$ cat config.mk
export PLATFORM = sky130hd
export DESIGN_NAME = msk_rnd_feed
export DESIGN_NICKNAME = d
export VERILOG_FILES = /design/src/rtl/msk_rnd_feed.sv
export SDC_FILE = /design/constraint.sdc
export NUM_CORES = 1
export LEC_CHECK = 0
export BUFFER_PORTS_ARGS = -buffer_cell sky130_fd_sc_hd__buf_2
export CORE_UTILIZATION = 52
export CTS_CLUSTER_DIAMETER = 150
export DETAILED_ROUTE_END_ITERATION = 10
export PLACE_DENSITY = 0.76
export SETUP_SLACK_MARGIN = 0.3
export SLEW_MARGIN = 20
export SYNTH_ARGS = -nofsm -noshare
export SYNTH_HDL_FRONTEND = slang
export SYNTH_SLANG_ARGS = --single-unit
export TNS_END_PERCENT = 5
$ cat constraint.sdc
create_clock -name clk -period 1.7 [get_ports clk]
set_input_delay 0.255 -clock clk [delete_from_list [all_inputs] [get_ports clk]]
set_output_delay 0.255 -clock clk [all_outputs]
set_load 0.01 [all_outputs]
$ cat src/rtl/msk_rnd_feed.sv
// Randomness feeder for a bank of masked HPC2 gadgets.
// NLANE 32-bit Galois LFSRs are seeded over a valid/ready port, warmed up,
// then stepped 32 bits per consumed word so consecutive words never overlap.

// One lane advance: 32 Galois steps of x^32+x^30+x^26+x^25+1, purely combinational.
module msk_rnd_lane (
    input  logic [31:0] s_i,
    output logic [31:0] s_o
);
    // Unrolled 32-step shift; each step folds the dropped lsb back through the taps.
    always_comb begin
        s_o = s_i;
        for (int i = 0; i < 32; i++) begin
            s_o = s_o[0] ? ((s_o >> 1) ^ 32'hA300_0000) : (s_o >> 1);
        end
    end
endmodule

module msk_rnd_feed #(
    parameter int d        = 2,
    parameter int NGADGET  = 1,
    parameter int WARM_CYC = 4
) (
    input  logic                clk,
    input  logic                rst,
    input  logic [31:0]         seed_data,
    input  logic                seed_valid,
    output logic                seed_ready,
    input  logic                reseed,
    output logic [NGADGET*d*(d-1)/2-1:0] rnd_out,
    output logic                rnd_valid,
    input  logic                rnd_ready
);
    localparam int RND_W = NGADGET * d * (d - 1) / 2;
    localparam int NLANE = (RND_W + 31) / 32;
    localparam int IDX_W = (NLANE > 1) ? $clog2(NLANE) : 1;
    localparam int CNT_W = (WARM_CYC > 0) ? $clog2(WARM_CYC + 1) : 1;

    typedef enum logic [1:0] {LOAD, WARM, RUN} state_t;

    state_t                       state_q, state_d;
    logic [IDX_W-1:0]             idx_q, idx_d;
    logic [CNT_W-1:0]             cnt_q, cnt_d;
    logic [NLANE-1:0][31:0]       lane_q, lane_d, lane_adv;
    logic [NLANE*32-1:0]          lane_flat;

    for (genvar g = 0; g < NLANE; g++) begin : g_lane
        msk_rnd_lane u_lane (
            .s_i (lane_q[g]),
            .s_o (lane_adv[g])
        );
    end

    // Output word is taken straight from the lane registers; upper lane bits stay hidden.
    assign lane_flat = lane_q;
    assign rnd_out   = lane_flat[RND_W-1:0];

    // Next-state, lane update and handshake outputs.
    always_comb begin
        state_d    = state_q;
        idx_d      = idx_q;
        cnt_d      = cnt_q;
        lane_d     = lane_q;
        seed_ready = 1'b0;
        rnd_valid  = 1'b0;
        case (state_q)
            LOAD: begin
                seed_ready = 1'b1;
                if (seed_valid) begin
                    for (int l = 0; l < NLANE; l++) begin
                        // A zero seed would lock the LFSR at zero forever.
                        if (idx_q == IDX_W'(l))
                            lane_d[l] = (seed_data == 32'h0) ? 32'h1 : seed_data;
                    end
                    if (idx_q == IDX_W'(NLANE - 1)) begin
                        idx_d   = '0;
                        cnt_d   = '0;
                        state_d = (WARM_CYC == 0) ? RUN : WARM;
                    end else begin
                        idx_d = idx_q + IDX_W'(1);
                    end
                end
            end
            WARM: begin
                lane_d = lane_adv;
                if (cnt_q == CNT_W'(WARM_CYC - 1)) begin
                    cnt_d   = '0;
                    state_d = RUN;
                end else begin
                    cnt_d = cnt_q + CNT_W'(1);
                end
            end
            RUN: begin
                rnd_valid = 1'b1;
                if (rnd_ready) lane_d = lane_adv;
            end
            default: state_d = LOAD;
        endcase
        // Reseed wins over the state transition but not over a write or advance already made.
        if (reseed) begin
            state_d = LOAD;
            idx_d   = '0;
            cnt_d   = '0;
        end
    end

    // State registers with synchronous reset; lanes restart from the non-zero value 1.
    always_ff @(posedge clk) begin
        if (rst) begin
            state_q <= LOAD;
            idx_q   <= '0;
            cnt_q   <= '0;
            lane_q  <= {NLANE{32'h1}};
        end else begin
            state_q <= state_d;
            idx_q   <= idx_d;
            cnt_q   <= cnt_d;
            lane_q  <= lane_d;
        end
    end
endmodule

==> run_results.csv <==
group,metric,value,unit
floorplan,die_w,75.0,µm
detailed_routing,wl_per_cell,15.0,µm
clock_tree,htreeDepth,2,
detailed_routing,first_iter_violations,146,
detailed_routing,viasPerCell,5.44,
clock_tree,tritoncts,"done",
worst_setup_path,worstPathArrival,1.95,ns
synth,syn_avg_cell_area,8.13,µm²
power_and_ir_drop,power_density,960,mW/mm²
worst_setup_path,cp-end-kind,"flop",
clock_tree,ctsLongestPathBuffers,2,
grt,grt_pass1_wl,10400,µm
synth,synthesis.nets,384,
power_and_ir_drop,leakage,1.33,nW
worst_setup_path,cpMaxStageDelayCell,"or3_4",
sta,fmax,579,MHz
detailed_routing,drc,0,
final_layout,final_cell_mix,"xnor2_1 (69), nor2_1 (53), buf_2 (38), dfxtp_1 (33), a21oi_1 (30)",
worst_setup_path,r2r_cells,8,
grt,grt_usage,24.7,%
sta,hold_violations,0,
power_and_ir_drop,power,3.39,mW
grt,grt_pass1_vias,2178,
floorplan,die_area,0.00563,mm²
detailed_routing,wl,6740,µm
final_layout,multi_input_comb_area,0.00206,mm²
clock_tree,postCtsHoldBufs,0,
place,place_congestion,0.816,
floorplan,pin_count,40,
clock_tree,insertion_delay,0.29,ns
worst_setup_path,crit_family,"simple AND/OR/NAND/NOR gates",
synth,yosys_warnings,0,
hold_path,hold_depth,2,
synth,yosys_most_used_dff,"dfxtp_1",
grt,grt_overflow_total,0,
final_layout,area_growth,27.4,%
final_layout,nNetsFinal,421,
final_layout,regArea,748,µm²
sta,grt_setup_unrepaired,"yes",
synth,synth.distinct_cells,32,
run_status,status,"finished with violations",
clock_tree,cts_root_buffer,"clkbuf_8",
synth,synth-seq-cells,37,
worst_setup_path,cp_num_buf_inv,2,
clock_tree,cts_made_buffers,5,
synth,async_flop_share,0,%
floorplan,die_h,75.0,µm
place,placed_cell_area,0.00323,mm²
sta,worst_pin_slew,0.470,ns
final_layout,design_area,0.00353,mm²
sta,finClkSkew,0.00419,ns
sta,final.min_clock_period,1.73,ns
grt,grt_max_degree,31,
sta,fin_ws,-0.0258,ns
sta,relSlewSlack,68.4,%
synth,synth_edf_count,0,
worst_setup_path,cp_data_required_time,1.93,ns
final_layout,nFillCells,393,
final_layout,diodes,0,
place,post-dp-hpwl,4790,µm
floorplan,start_util,54.3,%
sta,post-route-period-util,102,%
run_status,violations,"negative setup slack",
place,io_buffers,39,
final_layout,layout_commonest_cell,"xnor2_1",
synth,netlist_instances,341,
worst_setup_path,start_kind,"flop",
grt,antenna_found_initial,0,
clock_tree,cts.sinks,37,
worst_setup_path,crit_fanout,30,
clock_tree,postCtsSetupBuffers,0,
clock_tree,clk_pin_slew,0.08,ns
worst_setup_path,crit_cells,8,
sta,finalMaxSlewViolations,0,
run,cap_violations,0,
synth,ys_seq_area_share,26.7,%
worst_setup_path,max_stage_delay,0.44,ns
worst_setup_path,path_cells,"inv_2 > ha_4 > nor2b_1 > or3_4 > buf_12 > a211oi_2 > a21oi_1 > nor2_1",
detailed_routing,ant_nets,0,
sta,setup_viol,5,
hold_path,worst_hold_path_type,"input pin to flop",
worst_setup_path,critPathKind,"flop to flop",
power_and_ir_drop,ir_drop,0.495,mV
floorplan,core.rowCount,26,
detailed_routing,dr.pass1.iters,4,
detailed_routing,dr_total_vias,2444,
floorplan,core_area,0.00511,mm²
final_layout,drive_above_1_share,33.8,%
synth,syn_area,0.00277,mm²
==> path summary, 6_finish.rpt <==
check                                                   to                    start  slack (ns)
worst max-delay path            lane_flat[17]$_SDFFE_PP0P_  state_q[0]$_SDFFE_PP0P_       -0.03
worst min-delay path               state_q[1]$_SDFFE_PP0P_                   reseed        0.19
worst max register to register  lane_flat[17]$_SDFFE_PP0P_  state_q[0]$_SDFFE_PP0P_       -0.03
worst min register to register       cnt_q[2]$_SDFFE_PP0P_    cnt_q[2]$_SDFFE_PP0P_        0.50
==> power breakdown <==
part           internal, mW  leakage, nW  total [mW]  switching, mW
Clock                 0.479       0.0585       0.803          0.325
Combinational         0.810        0.963        1.51          0.699
Sequential            0.946        0.307        1.08          0.133
Total                  2.23         1.33        3.39           1.16
==> state kept, by name, indices dropped and copies added, names as in the netlist <==
signal	cells
state_q	2
lane_flat	32
cnt_q	3
==> layer usage <==
| layer | global-route usage (%) | wire [µm] | up-vias |
|---|---|---|---|
| met5 | 0 | 0 | - |
| met4 | 6.08 | 62 | 0 |
| met3 | 3.61 | 233 | 5 |
| met2 | 41.7 | 3270 | 52 |
| met1 | 33.2 | 3180 | 1178 |
| li1 | - | - | 1209 |
==> logic make-up after synthesis <==
kind of cell / share of synthesized area, %
adders and majority gates: 2.71
AOI/OAI and AO/OA: 15.9
xor gates and xnor gates: 31.5
buffers and inverters: 7.85
muxes: 1.08
and+or+nand+nor: 14.3
DFF: 26.7
==> final cells by class <==
cell class              count  area share [%]
flip-flops and latches     37            21.2
clock buffers               7            2.44
inverters                   5           0.602
multi-input cells         259            58.4
clock inverters             1           0.850
well taps                  70            2.48
repair buffers             70            14.0
==> cell usage after synthesis, types with 2 or more instances <==
master | n | area, µm²
ha_1 | 6 | 75.1
nand2_1 | 7 | 26.3
mux2i_1 | 3 | 30.0
nor2b_1 | 3 | 18.8
a211oi_1 | 26 | 195
buf_2 | 5 | 25.0
buf_4 | 4 | 30.0
nor2_1 | 57 | 214
xnor3_2 | 2 | 47.6
xnor3_1 | 4 | 90.1
inv_1 | 5 | 18.8
nor3_1 | 7 | 35.0
xnor2_1 | 71 | 622
nand2b_1 | 3 | 18.8
nand4_1 | 2 | 12.5
clkbuf_1 | 25 | 93.8
buf_1 | 3 | 11.3
a21oi_1 | 33 | 165
nor4_1 | 9 | 56.3
xor2_1 | 11 | 96.3
a32oi_1 | 2 | 17.5
o21ai_0 | 6 | 30.0
clkbuf_8 | 2 | 27.5
dfxtp_1 | 37 | 741
==> stage by stage <==
stage	util [%]	setup TNS (ns)	hold slack, ns	instances	worst slack [ns]
2_1_floorplan	-	0	0.327	341	0.0120
3_3_place_gp	63.3	0	0.446	441	0.0181
3_5_place_dp	63.3	-0.325	0.450	441	-0.0425
4_1_cts	67.6	0	0.174	449	0.0114
5_1_grt	69.2	-1.18	0.200	449	-0.0956
6_report	69.2	-0.0419	0.192	449	-0.0258
==> repair_timing <==
action,in CTS,in global routing
gates resized for setup,26,16
pin swaps,13,12
endpoints found under the setup margin,38,38
==> worst register-to-register path: cells and delay by family, from the launching register on <==
family / cells / cell delay (ns)
AO/OA/AOI/OAI: 2 / 0.22
adder cells (fa/ha/maj): 1 / 0.15
buffers and inverters: 2 / 0.26
flip-flops: 1 / 0.33
AND/OR/NAND/NOR: 3 / 0.70
Note: power is estimated with default switching activity, not from simulation.
